File: config.mk
export PLATFORM = sky130hd
export DESIGN_NAME = systolic_mac_pe
export DESIGN_NICKNAME = d
export VERILOG_FILES = /design/src/rtl/systolic_mac_pe.sv
export SDC_FILE = /design/constraint.sdc
export NUM_CORES = 1
export LEC_CHECK = 0
export BUFFER_PORTS_ARGS = -buffer_cell sky130_fd_sc_hd__buf_4
export CAP_MARGIN = 20
export CORE_ASPECT_RATIO = 1.25
export CORE_UTILIZATION = 58
export DETAILED_ROUTE_END_ITERATION = 12
export GPL_ROUTABILITY_DRIVEN = 0
export GPL_TIMING_DRIVEN = 0
export HOLD_SLACK_MARGIN = 0.15
export PLACE_DENSITY_LB_ADDON = 0.1
export SYNTH_ARGS = -nofsm -noshare
export SYNTH_HDL_FRONTEND = slang
export SYNTH_SLANG_ARGS = --single-unit
File: constraint.sdc
create_clock -name clk -period 7.3 [get_ports clk]
set_clock_uncertainty 0.15 [all_clocks]
set_input_delay 0.73 -clock clk [delete_from_list [all_inputs] [get_ports clk]]
set_output_delay 0.73 -clock clk [all_outputs]
set_load 0.1 [all_outputs]
File: src/rtl/systolic_mac_pe.sv
// systolic_mac_pe: nibble-serial systolic processing element.
// Each frame of BEATS cycles carries one WORD_W word on the column line {A0,A1}
// and one on the row line {B0,B1}, MSB nibble first. A separate control bit per
// line carries the control word for that frame. Words and control words are
// forwarded to the neighbour PEs one frame later. A swap returns an accumulator
// to the neighbour and loads the incoming word in its place.
// The PE holds a 2x2 accumulator tile C00/C01/C10/C11. A MAC triggered in frame f
// performs its four products one per beat during frame f+1.
//
// MAC sequencer states:
//   state    | meaning
//   MAC_IDLE | no product pending; accumulators change only through swaps
//   MAC_RUN  | operands captured; lanes 0..3 commit at the end of beats 0..3
module systolic_mac_pe #(
  parameter int  BUS_W  = 4,
  parameter int  ELEM_W = 8,
  parameter bit  SIGNED = 1'b1,
  parameter bit  SAT    = 1'b0,
  localparam int WORD_W = 2 * ELEM_W,
  localparam int BEATS  = WORD_W / BUS_W,
  localparam int BEAT_W = $clog2(BEATS)
) (
  input  logic              clk,
  input  logic              rst,
  input  logic              ena,
  input  logic [BUS_W-1:0]  col_in,
  input  logic              col_ctrl_in,
  input  logic [BUS_W-1:0]  row_in,
  input  logic              row_ctrl_in,
  output logic [BUS_W-1:0]  col_out,
  output logic              col_ctrl_out,
  output logic [BUS_W-1:0]  row_out,
  output logic              row_ctrl_out,
  output logic [BEAT_W-1:0] beat,
  output logic              ovf
);

  typedef enum logic {MAC_IDLE, MAC_RUN} mac_state_t;

  localparam logic [1:0] OP_PASS = 2'd0;
  localparam logic [1:0] OP_MAC  = 2'd1;
  localparam logic [1:0] OP_SWL  = 2'd2;  // swap C00 (column) / C01 (row)
  localparam logic [1:0] OP_SWH  = 2'd3;  // swap C10 (column) / C11 (row)

  // Range limits of the exact sum, held two bits wider than the accumulator.
  localparam logic signed [WORD_W+1:0] HI_S = {3'b000, {(WORD_W-1){1'b1}}};
  localparam logic signed [WORD_W+1:0] LO_S = {3'b111, {(WORD_W-1){1'b0}}};
  localparam logic signed [WORD_W+1:0] HI_U = {2'b00, {WORD_W{1'b1}}};
  localparam logic signed [WORD_W+1:0] LO_U = '0;
  localparam logic signed [WORD_W+1:0] HI   = SIGNED ? HI_S : HI_U;
  localparam logic signed [WORD_W+1:0] LO   = SIGNED ? LO_S : LO_U;

  mac_state_t mac_state, mac_state_nxt;

  logic                     boundary;
  logic [WORD_W-BUS_W-1:0]  col_sh, row_sh;
  logic [BEATS-2:0]         col_csh, row_csh;
  logic [WORD_W-1:0]        col_word, row_word;
  logic [BEATS-1:0]         col_cword, row_cword;
  logic [1:0]               col_op, row_op;
  logic                     col_clr;
  logic                     mac_trig;

  logic [WORD_W-1:0]        col_obuf, row_obuf;
  logic [BEATS-1:0]         col_cobuf, row_cobuf;
  logic [WORD_W-1:0]        acc [4];
  logic [WORD_W-1:0]        acc_fwd [4];

  logic [ELEM_W-1:0]        opa0, opa1, opb0, opb1;
  logic                     op_clr;

  logic                     lane_ok;
  logic [1:0]               lane;
  logic                     commit_en;
  logic [ELEM_W-1:0]        mul_a, mul_b;
  logic signed [WORD_W+1:0] mul_a_x, mul_b_x, prod_x, acc_x, sum_x;
  logic [WORD_W-1:0]        acc_cur;
  logic [WORD_W-1:0]        mac_res;
  logic                     over_hi, under_lo, mac_ovf;

  // Frame decode: the full word is the shifted buffer plus the live last nibble.
  assign boundary  = ena && (beat == BEAT_W'(BEATS - 1));
  assign col_word  = {col_sh, col_in};
  assign row_word  = {row_sh, row_in};
  assign col_cword = {col_csh, col_ctrl_in};
  assign row_cword = {row_csh, row_ctrl_in};
  assign col_op    = col_cword[BEATS-1 -: 2];
  assign row_op    = row_cword[BEATS-1 -: 2];
  assign col_clr   = col_cword[BEATS-3];
  assign mac_trig  = boundary && (col_op == OP_MAC) && (row_op == OP_MAC);

  // Only beats 0..3 carry a product lane; longer frames idle after beat 3.
  assign lane_ok   = (32'(beat) < 32'd4);
  assign lane      = beat[1:0];
  assign commit_en = (mac_state == MAC_RUN) && ena && lane_ok;

  // Lane product and exact sum, then wrap or clamp into the accumulator width.
  always_comb begin
    mul_a    = lane[1] ? opa1 : opa0;
    mul_b    = lane[0] ? opb1 : opb0;
    mul_a_x  = {{(WORD_W+2-ELEM_W){SIGNED & mul_a[ELEM_W-1]}}, mul_a};
    mul_b_x  = {{(WORD_W+2-ELEM_W){SIGNED & mul_b[ELEM_W-1]}}, mul_b};
    prod_x   = mul_a_x * mul_b_x;
    acc_cur  = acc[lane];
    acc_x    = {{2{SIGNED & acc_cur[WORD_W-1]}}, acc_cur};
    sum_x    = op_clr ? prod_x : (acc_x + prod_x);
    over_hi  = (sum_x > HI);
    under_lo = (sum_x < LO);
    mac_ovf  = over_hi | under_lo;
    mac_res  = sum_x[WORD_W-1:0];
    if (SAT && over_hi) begin
      mac_res = HI[WORD_W-1:0];
    end else if (SAT && under_lo) begin
      mac_res = LO[WORD_W-1:0];
    end
  end

  // Accumulator values as seen by a swap at the boundary, including a same-edge commit.
  always_comb begin
    for (int i = 0; i < 4; i++) begin
      acc_fwd[i] = (commit_en && (lane == 2'(i))) ? mac_res : acc[i];
    end
  end

  // Beat counter and input shift buffers.
  always_ff @(posedge clk) begin
    if (rst) begin
      beat    <= '0;
      col_sh  <= '0;
      row_sh  <= '0;
      col_csh <= '0;
      row_csh <= '0;
    end else if (ena) begin
      beat <= (beat == BEAT_W'(BEATS - 1)) ? '0 : beat + 1'b1;
      if (!boundary) begin
        col_sh  <= {col_sh[WORD_W-2*BUS_W-1:0], col_in};
        row_sh  <= {row_sh[WORD_W-2*BUS_W-1:0], row_in};
        col_csh <= {col_csh[BEATS-3:0], col_ctrl_in};
        row_csh <= {row_csh[BEATS-3:0], row_ctrl_in};
      end
    end
  end

  // Output buffers: forward the incoming word, or the swapped-out accumulator.
  always_ff @(posedge clk) begin
    if (rst) begin
      col_obuf  <= '0;
      row_obuf  <= '0;
      col_cobuf <= '0;
      row_cobuf <= '0;
    end else if (boundary) begin
      col_cobuf <= col_cword;
      row_cobuf <= row_cword;
      case (col_op)
        OP_SWL:  col_obuf <= acc_fwd[0];
        OP_SWH:  col_obuf <= acc_fwd[2];
        default: col_obuf <= col_word;
      endcase
      case (row_op)
        OP_SWL:  row_obuf <= acc_fwd[1];
        OP_SWH:  row_obuf <= acc_fwd[3];
        default: row_obuf <= row_word;
      endcase
    end
  end

  // Accumulator tile: lane commits first, a boundary swap load overrides it.
  always_ff @(posedge clk) begin
    if (rst) begin
      for (int i = 0; i < 4; i++) begin
        acc[i] <= '0;
      end
    end else begin
      if (commit_en) begin
        acc[lane] <= mac_res;
      end
      if (boundary) begin
        if (col_op == OP_SWL) acc[0] <= col_word;
        if (col_op == OP_SWH) acc[2] <= col_word;
        if (row_op == OP_SWL) acc[1] <= row_word;
        if (row_op == OP_SWH) acc[3] <= row_word;
      end
    end
  end

  // MAC operand capture at the triggering boundary.
  always_ff @(posedge clk) begin
    if (rst) begin
      opa0   <= '0;
      opa1   <= '0;
      opb0   <= '0;
      opb1   <= '0;
      op_clr <= 1'b0;
    end else if (mac_trig) begin
      opa0   <= col_word[WORD_W-1 -: ELEM_W];
      opa1   <= col_word[ELEM_W-1:0];
      opb0   <= row_word[WORD_W-1 -: ELEM_W];
      opb1   <= row_word[ELEM_W-1:0];
      op_clr <= col_clr;
    end
  end

  // Sticky overflow, cleared only by reset.
  always_ff @(posedge clk) begin
    if (rst) begin
      ovf <= 1'b0;
    end else if (commit_en && mac_ovf) begin
      ovf <= 1'b1;
    end
  end

  // MAC sequencer state register.
  always_ff @(posedge clk) begin
    if (rst) begin
      mac_state <= MAC_IDLE;
    end else begin
      mac_state <= mac_state_nxt;
    end
  end

  // MAC sequencer next state; a new trigger at the last lane re-arms directly.
  always_comb begin
    mac_state_nxt = mac_state;
    case (mac_state)
      MAC_IDLE: begin
        if (mac_trig) mac_state_nxt = MAC_RUN;
      end
      MAC_RUN: begin
        if (mac_trig) begin
          mac_state_nxt = MAC_RUN;
        end else if (commit_en && (lane == 2'd3)) begin
          mac_state_nxt = MAC_IDLE;
        end
      end
      default: mac_state_nxt = MAC_IDLE;
    endcase
  end

  // Outputs are a register mux indexed by the beat counter.
  assign col_out      = col_obuf[(BEATS - 1 - int'(beat)) * BUS_W +: BUS_W];
  assign row_out      = row_obuf[(BEATS - 1 - int'(beat)) * BUS_W +: BUS_W];
  assign col_ctrl_out = col_cobuf[BEATS - 1 - int'(beat)];
  assign row_ctrl_out = row_cobuf[BEATS - 1 - int'(beat)];

endmodule

Yosys cells after proc, flatten, opt, wreduce, memory -nomap -nowiden
Memories as Yosys holds them, arrays and structs flattened. A register that Yosys moved wholly into a read port is not among the register bits.
Cells that the tools add are included.
Widths: inputs -> output; s select.

word-level totals
  register bits = 107
  RAM bits = 64
  input port bits = 13
  output and inout port bits = 13
  logic and storage cells = 108
  memories kept = 1

cells by class
  $add $sub $neg = 3
  $mul = 1
  magnitude comparators = 3
  equality and inequality tests = 10
  shifts and indexed selects = 2
  muxes and demuxes = 50
  bitwise gates (word level) = 10
  reduce and logical (&&, ||, !) cells = 12

memories
  name  depth  width  rd ports  clocked after Yosys merged registers in  write ports  line  source
  acc   4      16     5         1                                        4            66    logic [WORD_W-1:0] acc [4];

operators by type and width
  operator              number
  $mux 16               9
  $pmux 16 s2           2
  $shiftx 16x5->4       2
  $mux 1                29
  $gt 18x16->1 const B  1
  $lt 18x16->1 const B  1
  $mux 18               1
  $add 16x16->17        1
  $mul 8x8->16          1
  $mux 8                2
  $reduce_or 16->1      1
  $eq 2x2->1 const B    7
  $logic_and 1x1->1     9
  $mux 2                4
  $eq 2x1->1 const B    3
  $or 1x1->1            5
  $bmux 1 s2            2
  $lt 3x4->1 const B    1
  $not 1->1             3
  $sub 2x2->3 const A   1
  $add 2x1->2 const B   1
  $and 1x1->1           2
  $logic_not 2->1       1
  $pmux 1 s2            1
  $reduce_and 2->1      1

Depth between registers and ports, before layout
  word-level depth = 10
  gate-level depth with buffers = 28
  gate-level depth less buffers = 26

Worst setup path before layout
OpenSTA, ideal clock, no wires.

  path type = register -> register
  start point = register beat[0]
  end point = register col_obuf[15]
  library setup time = 0.114 ns
  data arrival time = 7.569 ns
  setup slack = -0.533 ns
  stages on the path, launching flop included = 26
  buffers on the path = 2
  period minus slack after synthesis = 7.833 ns
  cell sequence = dfxtp_1 -> clkbuf_1 -> buf_1 -> mux2i_1 -> or2_2 -> fa_1 -> fa_1 -> inv_1 -> fa_1 -> inv_1 -> fa_1 -> inv_1 -> ha_1 -> a211o_1 -> a2111oi_4 -> nor2_1 -> xnor2_2 -> ha_1 -> a21oi_1 -> o21ai_0 -> a21oi_4 -> mux2i_1 -> nand2_1 -> xor2_2 -> mux2_2 -> a21o_1

on the way
  longest elaborated chain between the ends = 6
  elaborated cells on any way between the ends = 13
  classes of those cells = add/sub (1); mul (1); eq/ne (2); mux (5); reduce/logical (4)

RTL lines
  item                    line  source
  start, declared         34    output logic [BEAT_W-1:0] beat,
  start signal, assigned  134   beat <= (beat == BEAT_W'(BEATS - 1)) ? '0 : beat + 1'b1;
  $mux 8                  100   mul_b = lane[0] ? opb1 : opb0;
  $mul 8x8->16            103   prod_x = mul_a_x * mul_b_x;
  $add 16x16->17          106   sum_x = op_clr ? prod_x : (acc_x + prod_x);
  $mux 18                 106
  $mux 16                 121   acc_fwd[i] = (commit_en && (lane == 2'(i))) ? mac_res : acc[i];
  $pmux 16 s2             154   case (col_op)
  end signal, assigned    155   OP_SWL: col_obuf <= acc_fwd[0];
  end signal, assigned    156   OP_SWH: col_obuf <= acc_fwd[2];
  end signal, assigned    157   default: col_obuf <= col_word;
  end, declared           64    logic [WORD_W-1:0] col_obuf, row_obuf;

Parallel ways exist; a longest one is shown, timed or not.
A chain may end at the register's enable or synchronous reset.

Final worst setup path
Ends and elaborated chain as after synthesis.

==> impl_metrics.py <==
metrics = {
    "global_route": {
        "grt_usage_pct": 39.2,
        "grt_pass1_wl_mm": 60.6,
        "grt_remaining_overflow": 0,
        "grt_max_degree": 19,
        "first_global_vias": 10415,
        "grt_antenna_before_repair": 0,
    },
    "timing": {
        "max_freq_mhz": 142,
        "finalHoldViolCount": 0,
        "period_needed_ns": 7.06,
        "maxSlewHeadroom_pct": 18.4,
        "finalSetupViolCount": 0,
        "final.setup.tns_ns": 0,
        "fin_crit_sh_pct": 96.7,
        "tightest_slew_ns": 1.21,
        "maxSlewViolCount": 0,
    },
    "logic_synthesis": {
        "synth_edf_count": 64,
        "synth_top_flop_cell": "dfxtp_1",
        "yosysSeqAreaShare_pct": 34.0,
        "yosysUniqueCellTypes": 74,
        "yosys.area.top_type_share_pct": 18.1,
        "synth_warnings": 0,
        "syn_area_per_cell_um2": 8.79,
        "syn-num-nets": 1493,
        "syn_inst": 1375,
        "ys_async_sr_fraction_pct": 0,
        "yosys-top-cells-area": "dfxtp_1, edfxtp_1, fa_1",
        "syn_area_mm2": 0.0121,
        "synth_seq_cells": 173,
        "synth_area_leader_cell": "dfxtp_1",
    },
    "die": {
        "die_w_um": 131,
        "dieArea_mm2": 0.0214,
        "die_height_um": 163,
        "ioPinCount": 26,
        "fp.coreArea_mm2": 0.0202,
        "start_util_pct": 59.7,
        "num_rows": 58,
    },
    "clock_network": {
        "worstSkewPairLatency_ns": 0.44,
        "clk_path_buf_depth": 2,
        "ctsRootBufferMaster": "clkbuf_16",
        "numClockSinks": 173,
        "htree_levels": 4,
        "tritoncts": "yes",
        "numCtsBuffers": 17,
        "cts_hold_buf": 0,
        "clk_pin_slew_ns": 0.07,
    },
    "layout": {
        "final_nets": 1546,
        "multi_input_area_mm2": 0.00745,
        "final_layout_size_suffix_gt1_share_pct": 11.5,
        "final_cell_mix": "nand2_1, a21oi_1, nor2_1",
        "seq_area_mm2": 0.00411,
        "fin_cells": 1710,
        "nFillCells": 1681,
        "layout_commonest_cell": "nand2_1",
        "diodes": 0,
        "final_util_pct": 66.7,
        "area_growth_pct": 11.8,
        "stdcell_area_mm2": 0.0135,
    },
    "placement": {
        "hpwl_mm": 30.2,
        "port_buffers": 24,
        "post-place-cells": 1670,
        "placed_cell_area_mm2": 0.0126,
    },
    "route": {
        "initialDrtViolationCount": 1307,
        "wirelength_mm": 40.1,
        "firstDrtPassIters": 7,
        "post_drt_wl_per_cell_um": 23.5,
        "vias_per_cell": 6.44,
        "ant_nets": 0,
        "drcViolationCount": 0,
        "vias": 11019,
    },
    "status": {
        "status": "finished, final reports clean",
    },
    "worst_hold_path": {
        "min_path_type": "reg -> reg",
    },
    "critical_path": {
        "critical_path.endpoint_type": "flip-flop",
        "worst-setup-path-type": "reg -> reg",
        "crit_slowest_cell": "fa_1",
        "startpoint_type": "flip-flop",
        "cp_max_fo": 10,
        "critPathMaxStageDelay_ns": 0.54,
        "cp_data_arrival_time_ns": 7.24,
        "worstPathRequired_ns": 7.48,
    },
    "flow_run": {
        "maxCapViolations": 0,
    },
    "power": {
        "power_leakage_uw": 0.00501,
        "power_density_mw_per_mm2": 163,
        "ir_drop_v": 0.000159,
    },
}
layout make-up:
| type | instances | area share, % |
|---|---|---|
| Buffer | 83 | 2.70 |
| Clock buffer | 17 | 3.15 |
| Clock inverter | 14 | 1.13 |
| Inverter | 104 | 2.89 |
| Multi-Input combinational cell | 1013 | 55.2 |
| Sequential cell | 173 | 30.4 |
| Tap cell | 270 | 2.50 |
| Timing Repair Buffer | 36 | 2.00 |
worst max-delay path: cells and delay by family (launching register included):
family / cells / cell delay [ns]
AOI/OAI and AO/OA: 6 / 1.40
xor gates and xnor gates: 2 / 0.54
adders and majority gates: 6 / 2.67
buffers and inverters: 5 / 0.40
DFF: 1 / 0.46
muxes: 3 / 0.95
and+or+nand+nor: 3 / 0.37
kinds of logic (layout without fill, tap and decap cells):
group	after synthesis	in the layout	share of synthesized area, %
buffers and inverters	189	254	5.98
AND/OR/NAND/NOR	464	464	16.2
adder cells (fa/ha/maj)	105	105	14.4
AO/OA/AOI/OAI	353	353	18.9
multiplexers	62	62	8.09
flip-flops	173	173	34.0
XOR/XNOR	29	29	2.56
final timing paths:
kind	to	slack, ns	cells past startpoint	start
worst max-delay path	col_obuf[15]	0.24	25	beat[0]
worst min register to register	row_cobuf[0]	0.30	2	row_cobuf[0]
worst min-delay path	row_cobuf[0]	0.30	2	row_cobuf[0]
worst max register to register	col_obuf[15]	0.24	25	beat[0]
synth_stat cells (12+ instances only):
library cell / number
ha_1: 49
a211oi_1: 24
nand3_1: 19
mux2i_1: 26
fa_1: 56
nand2_1: 227
nor3_1: 18
nand2b_1: 13
a21oi_1: 147
clkbuf_1: 70
o211ai_1: 12
xnor2_1: 16
inv_1: 103
o21ai_0: 53
edfxtp_1: 64
a22o_1: 22
dfxtp_1: 109
nor2_1: 140
mux4_2: 26
per-stage QoR:
step                      worst slack (ns)  hold slack (ns)  total power (µW)
final                                0.242            0.304              2200
after detailed placement            -0.833            0.294              1300
after floorplan                     0.0896            0.279              1220
after global routing               -0.0111            0.323              2240
after global placement              -0.833            0.288              1300
after CTS                           0.0777            0.304              2180
report_power, final:
| group | total (µW) | leakage [µW] | internal (µW) | switching (µW) |
|---|---|---|---|---|
| logic | 257 | 0.00319 | 87.8 | 169 |
| clock network | 887 | 0.000276 | 455 | 432 |
| registers | 1050 | 0.00154 | 1020 | 33.4 |
registers in the layout (all words and copies together) (netlist names), 4 cells and up, named ones only:
register   count
opa1           8
col_obuf      16
col_cobuf      4
opb1           8
row_sh        12
row_obuf      16
col_sh        12
opb0           8
opa0           8
row_cobuf      4
acc           64
layer usage:
metal	wire [µm]	up-vias	track usage, %
met5	0	-	0
met4	2930	0	23.1
met2	18100	767	61.4
li1	-	4886	-
met3	4510	192	8.61
met1	14600	5174	49.6
what timing repair did:
action,in CTS,in global routing
gates cloned,0,0
buffers inserted,3,7
endpoints found under the setup margin,45,11
pin swaps,0,2
endpoints found under the hold margin,0,0
gates resized for setup,31,16
No activity file was read; power rests on OpenSTA's default activity.
